**src/rtl/sdram_tester_pkg.sv**
```systemverilog
// sdram_tester_pkg: shared FSM states, pattern mode encodings and LFSR constants
// for the SDRAM pattern tester.
package sdram_tester_pkg;
   typedef enum logic [2:0] {IDLE, WR_REQ, WR_ACK, RD_REQ, RD_ACK, DONE} state_e;
   typedef enum logic [1:0] {MODE_ADDR, MODE_INV, MODE_WALK, MODE_LFSR} mode_e;
   localparam logic [31:0] LFSR_SEED = 32'hACE1_0001;
   localparam logic [31:0] LFSR_TAPS = 32'h8020_0003;
endpackage

```
**src/rtl/sdram_tester_pattern.sv**
```systemverilog
// sdram_tester_pattern: data pattern for the current word; the LFSR mode is
// compiled in only when SDRAM_TESTER_LFSR_EN is defined, otherwise it mirrors address mode.
module sdram_tester_pattern
   import sdram_tester_pkg::*;
#(
   parameter int ADDR_W = 22,
   parameter int DATA_W = 32
) (
   input  logic              clk,
   input  logic              rst,
   input  logic              seed,
   input  logic              step,
   input  mode_e             mode,
   input  logic [ADDR_W-1:0] idx,
   input  logic [ADDR_W-1:0] addr,
   output logic [DATA_W-1:0] pattern
);
   logic [DATA_W-1:0] addr_pat, walk_pat, lfsr_pat;
   assign addr_pat = DATA_W'(addr);
   assign walk_pat = DATA_W'(1) << (idx % ADDR_W'(DATA_W));
`ifdef SDRAM_TESTER_LFSR_EN
   logic [31:0] lfsr;
   // Galois form: shift right, fold taps in when the bit leaving is set
   always_ff @(posedge clk) begin
      if (rst || seed) lfsr <= LFSR_SEED;
      else if (step) lfsr <= {1'b0, lfsr[31:1]} ^ (lfsr[0] ? LFSR_TAPS : 32'h0);
   end
   assign lfsr_pat = lfsr[DATA_W-1:0];
`else
   logic unused_lfsr;
   assign unused_lfsr = ^{clk, rst, seed, step};
   assign lfsr_pat = addr_pat;
`endif
   always_comb begin
      pattern = mode == MODE_INV  ? ~addr_pat :
                mode == MODE_WALK ? walk_pat  :
                mode == MODE_LFSR ? lfsr_pat  : addr_pat;
   end
endmodule

```
**src/rtl/sdram_pattern_tester.sv**
```systemverilog
// sdram_pattern_tester: Wishbone master that writes a pattern over a word range,
// reads it back and counts mismatches. LFSR mode needs SDRAM_TESTER_LFSR_EN.
module sdram_pattern_tester #(
   parameter int ADDR_W = 22,
   parameter int DATA_W = 32,
   parameter int ERR_W  = 16
) (
   input  logic              clk_i,
   input  logic              rst_i,
   input  logic              start_i,
   input  logic [1:0]        mode_i,
   input  logic [ADDR_W-1:0] base_i,
   input  logic [ADDR_W-1:0] len_i,
   output logic [ADDR_W-1:0] addr_o,
   output logic [DATA_W-1:0] dat_o,
   input  logic [DATA_W-1:0] dat_i,
   output logic              we_o,
   output logic              stb_o,
   output logic              cyc_o,
   input  logic              ack_i,
   output logic              busy_o,
   output logic              done_o,
   output logic              pass_o,
   output logic              fail_o,
   output logic [ERR_W-1:0]  err_cnt_o,
   output logic [ADDR_W-1:0] first_err_addr_o
);
   import sdram_tester_pkg::*;
   state_e state, state_nx;
   mode_e mode_q;
   logic [ADDR_W-1:0] base_q, len_q, idx, cur_addr;
   logic [DATA_W-1:0] pat;
   logic accept, last, mism, err_any, seed, step;
   assign accept   = state == IDLE && start_i;
   assign cur_addr = base_q + idx;
   assign last     = idx == len_q - 1'b1;
   assign mism     = dat_i != pat;
   assign err_any  = err_cnt_o != '0 || mism;
   assign busy_o   = state inside {WR_REQ, WR_ACK, RD_REQ, RD_ACK};
   // LFSR restarts for each phase so reads regenerate the written sequence
   assign seed     = accept || (state == WR_ACK && ack_i && last);
   assign step     = (state == WR_ACK || state == RD_ACK) && ack_i;
   sdram_tester_pattern #(.ADDR_W(ADDR_W), .DATA_W(DATA_W)) u_pattern (
      .clk(clk_i), .rst(rst_i), .seed(seed), .step(step),
      .mode(mode_q), .idx(idx), .addr(cur_addr), .pattern(pat)
   );
   always_ff @(posedge clk_i) begin
      if (rst_i) state <= IDLE;
      else state <= state_nx;
   end
   always_comb begin
      state_nx = state;
      case (state)
         IDLE:    if (start_i) state_nx = len_i == '0 ? DONE : WR_REQ;
         WR_REQ:  state_nx = WR_ACK;
         WR_ACK:  if (ack_i) state_nx = last ? RD_REQ : WR_REQ;
         RD_REQ:  state_nx = RD_ACK;
         RD_ACK:  if (ack_i) state_nx = last ? DONE : RD_REQ;
         default: state_nx = IDLE;
      endcase
   end
   // Bus outputs are registered: raised from the REQ states, dropped after ack
   always_ff @(posedge clk_i) begin
      if (rst_i) begin
         mode_q <= MODE_ADDR;
         base_q <= '0;
         len_q <= '0;
         idx <= '0;
         addr_o <= '0;
         dat_o <= '0;
         we_o <= 1'b0;
         stb_o <= 1'b0;
         cyc_o <= 1'b0;
         done_o <= 1'b0;
         pass_o <= 1'b0;
         fail_o <= 1'b0;
         err_cnt_o <= '0;
         first_err_addr_o <= '0;
      end else begin
         case (state)
            IDLE: if (start_i) begin
               mode_q <= mode_e'(mode_i);
               base_q <= base_i;
               len_q <= len_i;
               idx <= '0;
               err_cnt_o <= '0;
               first_err_addr_o <= '0;
               done_o <= len_i == '0;
               pass_o <= len_i == '0;
               fail_o <= 1'b0;
            end
            WR_REQ, RD_REQ: begin
               cyc_o <= 1'b1;
               stb_o <= 1'b1;
               we_o <= state == WR_REQ;
               addr_o <= cur_addr;
               if (state == WR_REQ) dat_o <= pat;
            end
            WR_ACK, RD_ACK: if (ack_i) begin
               cyc_o <= 1'b0;
               stb_o <= 1'b0;
               we_o <= 1'b0;
               idx <= last ? '0 : idx + 1'b1;
               if (state == RD_ACK && mism) begin
                  err_cnt_o <= &err_cnt_o ? err_cnt_o : err_cnt_o + 1'b1;
                  if (err_cnt_o == '0) first_err_addr_o <= addr_o;
               end
               if (state == RD_ACK && last) begin
                  done_o <= 1'b1;
                  pass_o <= !err_any;
                  fail_o <= err_any;
               end
            end
            default: ;
         endcase
      end
   end
endmodule

```
**config.mk**
```make
export PLATFORM = sky130hd
export DESIGN_NAME = sdram_pattern_tester
export DESIGN_NICKNAME = d
export VERILOG_FILES = /design/src/rtl/sdram_tester_pkg.sv /design/src/rtl/sdram_tester_pattern.sv /design/src/rtl/sdram_pattern_tester.sv
export SDC_FILE = /design/constraint.sdc
export NUM_CORES = 1
export LEC_CHECK = 0
export BUFFER_PORTS_ARGS = -buffer_cell sky130_fd_sc_hd__buf_2
export CAP_MARGIN = 20
export CORE_MARGIN = 4
export CORE_UTILIZATION = 60
export DETAILED_ROUTE_END_ITERATION = 12
export PLACE_DENSITY = 0.8
export SYNTH_ARGS = -nofsm -noshare
export SYNTH_HDL_FRONTEND = slang
export SYNTH_SLANG_ARGS = --single-unit
```
**constraint.sdc**
```tcl
create_clock -name clk_i -period 7.2 [get_ports clk_i]
set_clock_uncertainty 0.1 [all_clocks]
set_input_delay 0.36 -clock clk_i [delete_from_list [all_inputs] [get_ports clk_i]]
set_output_delay 0.36 -clock clk_i [all_outputs]
set_load 0.02 [all_outputs]
```
* Word level (Yosys, flattened, before mapping)
Cells that the tools add are included.
** Cells by class
- Add/sub/neg operators :: 4
- Eq/ne operators :: 16
- Shift operators :: 1
- Multiplexer cells :: 36
- Bitwise operators :: 1
- Reductions and logical operators :: 22
** Operators with widths (number)
- 22-bit 2-to-1 mux :: 6
- 22-bit one-hot mux with 2 select lines :: 2
- 16-bit 2-to-1 mux :: 4
- 32-bit 2-to-1 mux :: 2
- 32-bit inequality test :: 1
- 22-bit inverter with 32-bit output :: 1
- 16-bit one-hot mux with 2 select lines :: 1
- 1-bit by 5-bit << shifter with 32-bit output, first input constant :: 1
- 22-bit by 1-bit adder with 22-bit output, second input constant :: 1
- 22-bit adder :: 1
- 22-bit equality test :: 1
- 22-bit logical NOT :: 1
- 22-bit by 1-bit subtractor with 22-bit output, second input constant :: 1
- 16-bit by 1-bit adder with 16-bit output, second input constant :: 1
- 16-bit logical NOT :: 1
- 2-bit inequality test, second input constant :: 8
- 16-bit AND reduction :: 1
- 16-bit nonzero test :: 1
- 3-bit 2-to-1 mux :: 5
- 3-bit one-hot mux with 5 select lines :: 1
- 1-bit one-hot mux with 2 select lines :: 5
- 5-bit AND reduction :: 2
- 1-bit 2-to-1 mux :: 9
- 3-bit by 2-bit equality test with 1-bit output, second input constant :: 2
- 15 further kinds :: 21
** Word-level totals
- Flip-flop bits (word level) :: 168
- Input port bits :: 82
- Output and inout port bits :: 99
- Logic and storage cells :: 94

* Longest topological paths before layout
- Depth in word-level cells :: 9
- Mapped depth :: 17
- Gate-level depth less buffers :: 14

* Cells and area by module
Synthesis repeated with hierarchy kept, for this count alone.
** Second synthesis, totals
- Cell total of the unflattened synthesis :: 1264
- Area total of the unflattened synthesis :: 9754.4 um^2
** Modules (own cells, without submodules)
- sdram_pattern_tester :: instances 1, cells an instance 1157, area each 8964.8 um^2, sequential area each 3363.2 um^2
- sdram_tester_pattern :: instances 1, cells an instance 107, area each 789.5 um^2, sequential area each 0.0 um^2

* Worst setup path before layout
Ideal clock, no wire load.
- Path kind :: register to register
- Start :: reg idx[0]
- End :: reg err_cnt_o[14]
- Library setup time :: 69 ps
- Data arrival time :: 3789 ps
- Data required time :: 7031 ps
- Setup slack :: 3242 ps
- Cell stages (with the launch flop) :: 18
- Path buffers :: 3
- Clock period less this slack :: 3958 ps
- Cell sequence :: dfxtp_1 ha_1 fa_1 a211oi_1 o31a_1 buf_2 o2111ai_1 and4_1 and3_1 nor4_1 nand4_1 a2111oi_2 nand2_2 a41oi_4 buf_6 buf_12 o21ai_2 a21oi_2
** Between the ends
- Word-level cells in the longest chain between the ends :: 7
- Elaborated cells between the ends (all ways) :: 9
- Those cells by class :: 1 x add/sub; 2 x eq/ne; 1 x shift; 2 x mux; 1 x bitwise; 2 x reduce/logical
** RTL lines
- start, declared :: RTL line sdram_pattern_tester.sv:31 : logic [ADDR_W-1:0] base_q, len_q, idx, cur_addr;
- start signal, assigned :: RTL line sdram_pattern_tester.sv:103 : idx <= last ? '0 : idx + 1'b1;
- 22-bit adder or 1-bit by 5-bit << shifter with 32-bit output (tied branches) :: RTL line sdram_pattern_tester.sv:35, sdram_tester_pattern.sv:20
- 32-bit 2-to-1 mux or 22-bit inverter with 32-bit output (tied branches) :: RTL line sdram_tester_pattern.sv:36, sdram_tester_pattern.sv:35
- 32-bit 2-to-1 mux (*) :: RTL line sdram_tester_pattern.sv:35 : pattern = mode == MODE_INV ? ~addr_pat :
- 32-bit inequality test (*) :: RTL line sdram_pattern_tester.sv:37 : assign mism = dat_i != pat;
- 1-bit logical AND (*) :: RTL line sdram_pattern_tester.sv:104 : if (state == RD_ACK && mism) begin
- 2-bit inequality test (no source line) (*)
- 5-bit AND reduction (no source line) (*)
- end signal, assigned :: RTL line sdram_pattern_tester.sv:105 : err_cnt_o <= &err_cnt_o ? err_cnt_o : err_cnt_o + 1'b1;
- end, declared :: RTL line sdram_pattern_tester.sv:25 : output logic [ERR_W-1:0] err_cnt_o,
Every way passes the cells marked *; elsewhere a longest branch is shown, timed or not.
A chain may end at the register's enable or synchronous reset.

* Final worst setup path
- Start :: reg idx[2]
- End :: reg err_cnt_o[4]
The elaborated chain is that of the path after synthesis.

==> flow_metrics.py <==
metrics = {
    "finish": {
        "fin_area_um2": 13200,
        "fill_cells": 1646,
        "areaGrowthSynthToFinish_pct": 12.77,
        "num-nets-final": 1797,
        "final_core_util": 0.6966,
        "stdcell_count": 1957,
        "drive_gt1_frac": 0.1644,
        "diodes": 0,
    },
    "hold_path": {
        "min_path_type": "in -> reg",
    },
    "place": {
        "port_buffers": 180,
        "placed_cells": 1925,
        "place_area_um2": 12600,
        "gp_congestion": 1.007,
        "hpwl_mm": 28.85,
    },
    "global_route": {
        "antenna_found_initial": 0,
        "overflow": 0,
        "grt_max_degree": 72,
        "globalRouteTotalUtil": 0.3414,
        "grt_pass1_vias": 11218,
        "grt_pass1_wl_mm": 60.71,
    },
    "yosys": {
        "synth_edf_count": 0,
        "avgSynthCellArea_um2": 7.411,
        "synth-warning-count": 0,
        "synthesis.nets": 1693,
        "synth_area_leaders": "dfxtp_1 (29%), nand2_1 (8.4%), a21oi_1 (6.1%), nor2_1 (4.1%), xnor2_1 (3.5%)",
        "async_flop_share": 0,
        "ys_seq_area_frac": 0.2872,
        "synth_top_area_frac": 0.2872,
        "synth-main-ff-cell": "dfxtp_1",
        "syn_area_um2": 11710,
        "ys_ff_latch": 168,
        "ys_types": 93,
        "synth_top_area_cell": "dfxtp_1",
        "syn_inst": 1580,
    },
    "die": {
        "pin_count": 181,
        "die_w_um": 147.7,
        "start_util": 0.6177,
        "core.rowCount": 50,
        "fp.coreArea_um2": 18960,
        "die-area_um2": 21810,
        "die_h_um": 147.7,
    },
    "drt": {
        "routed_wl_mm": 38.83,
        "wl_per_cell_um": 19.84,
        "drt_first_pass_iters": 6,
        "routed_via_density": 6.504,
        "via_count": 12728,
        "final_antenna_net_count": 0,
        "met2_wirelength_mm": 17.12,
        "dr_wl_met3_mm": 3.980,
        "m1WireLength_mm": 16.49,
        "detail_route.iter0.violations": 1422,
        "drc_errors": 0,
        "highest_layer": "met4",
    },
    "clock_tree": {
        "htreeDepth": 4,
        "postCtsHoldBufs": 0,
        "cts_resized": 0,
        "numCtsBuffers": 17,
        "cts_tree": "done",
        "postCtsSetupRepairBufs": 0,
        "clk-insertion-delay-late_ns": 0.44,
        "cts.sinks": 168,
        "clockRootBuffer": "clkbuf_16",
        "cts_buffer_depth": 2,
        "cts.clk_slew.worst_paths_ns": 0.08,
    },
    "timing": {
        "tns_ns": 0,
        "final-hold-violation-count": 0,
        "min_period_ns": 5.040,
        "hold-worst-slack_ns": 0.05087,
        "grt_setup_unrepaired": "false",
        "maxSlewHeadroom": 0.3166,
        "slew_violations": 0,
        "finalCritPeriodShare": 0.7000,
        "setup_violations": 0,
        "tightest_slew_ns": 1.024,
        "fmax_mhz": 198.4,
    },
    "setup_path": {
        "crit_chain": "ha_1 > a211oi_1 > o31a_1 > o22ai_1 > nor2_1 > mux2_2 > nor4b_1 > nand4_1 > nor4b_2 > nand2_2 > a41oi_4 > o21ai_0 > a21oi_1",
        "worstPathRequired_ns": 7.46,
        "crit_slowest_cell": "dfxtp_1",
        "path_max_fanout": 26,
        "crit_path_start_kind": "flip-flop",
        "cpPeakStageDelay_ns": 0.72,
        "arrival_ns": 5.30,
        "end_kind": "flip-flop",
        "path_class": "reg -> reg",
    },
    "power_and_ir_drop": {
        "peakVddDrop_mv": 0.1511,
        "cellPowerDensity_nw_per_um2": 191.5,
        "power.leakage_nw": 5.181,
    },
    "status": {
        "outcome": "finished, final reports clean",
    },
    "job": {
        "maxCapViolCount": 0,
    },
}
-- cell usage after synthesis (all sizes together) (14+ instances only) --
library cell    n
and3           29
buf            39
a21oi         154
nand3          60
a31oi          22
ha             30
nand2         264
nand4          30
o21ai          84
nor4           22
o211ai         16
a211oi         27
a311oi         23
clkbuf         74
dfxtp         168
nor3           19
or3            43
or4            14
nand2b         22
xor2           26
and2           18
inv            30
nor2          128
xnor2          47
-- sequential cells by signal (all words and copies together), names as in the netlist --
name	flops
addr_o	22
we_o	1
pass_o	1
first_err_addr_o	22
state	3
mode_q	2
len_q	22
base_q	22
err_cnt_o	16
fail_o	1
cyc_o	1
done_o	1
dat_o	32
idx	22
-- final timing paths --
check	slack, ns	to	from	cells after the start
max	2.16	err_cnt_o[4]	idx[2]	13
min	0.05	base_q[12]	base_i[12]	3
max reg2reg	2.16	err_cnt_o[4]	idx[2]	13
min reg2reg	0.36	dat_o[15]	dat_o[15]	2
-- metal layers --
layer / global-route usage / vias up
li1: - / 5978
met1: 0.4785 / 5932
met2: 0.5311 / 710
met3: 0.06254 / 108
met4: 0.1165 / 0
met5: 0 / -
-- worst max-delay path, delay by kind of cell (launching register included) --
family | cells | cell delay [ns]
flops | 1 | 0.72
fa+ha+maj | 1 | 0.42
mux | 1 | 0.36
compound gates | 6 | 2.08
simple gates | 5 | 1.27
-- cell type report --
type                            instances  area, um2  share of cell area
Multi-Input combinational cell       1268       7745              0.5866
Clock buffer                           17      425.4             0.03222
Clock inverter                         15      182.7             0.01383
Tap cell                              260      325.3             0.02464
Timing Repair Buffer                  198       1046             0.07922
Sequential cell                       168       3363              0.2547
Inverter                               31      116.4            0.008813
-- metrics by stage --
| stage | power [mW] | setup WS [ns] |
|---|---|---|
| finish | 2.529 | 2.160 |
| CTS | 2.524 | 2.276 |
| global placement | 1.569 | 2.183 |
| detailed placement | 1.579 | 2.301 |
| global route | 2.622 | 1.922 |
| floorplan | 1.419 | 3.242 |
-- cell usage in the layout, fill, tap and decap left out, drive strengths merged, types with 12 or more instances in the layout --
cell type,instances
a211oi,27
a21oi,154
a311oi,23
a31oi,22
and2,18
and3,29
buf,198
clkbuf,17
dfxtp,168
ha,30
inv,36
nand2,264
nand2b,22
nand3,60
nand4,30
nor2,128
nor3,19
nor4,22
o211ai,16
o21ai,84
o22ai,12
or3,43
or4,14
xnor2,47
xor2,26
-- report_power, final --
part / total [mW] / internal [mW] / switching [mW]
Clock: 0.955 / 0.499 / 0.456
Sequential: 1.01 / 0.970 / 0.0386
Combinational: 0.565 / 0.197 / 0.369
Total: 2.53 / 1.67 / 0.863
-- cell families after synthesis --
logic type / share of synthesized area
multiplexers: 0.009831
adder cells (fa/ha/maj): 0.03548
AND/OR/NAND/NOR: 0.2895
XOR/XNOR: 0.06038
AO/OA/AOI/OAI: 0.2652
flip-flops: 0.2872
buffers and inverters: 0.05236
No activity file was read; power rests on OpenSTA's default activity.
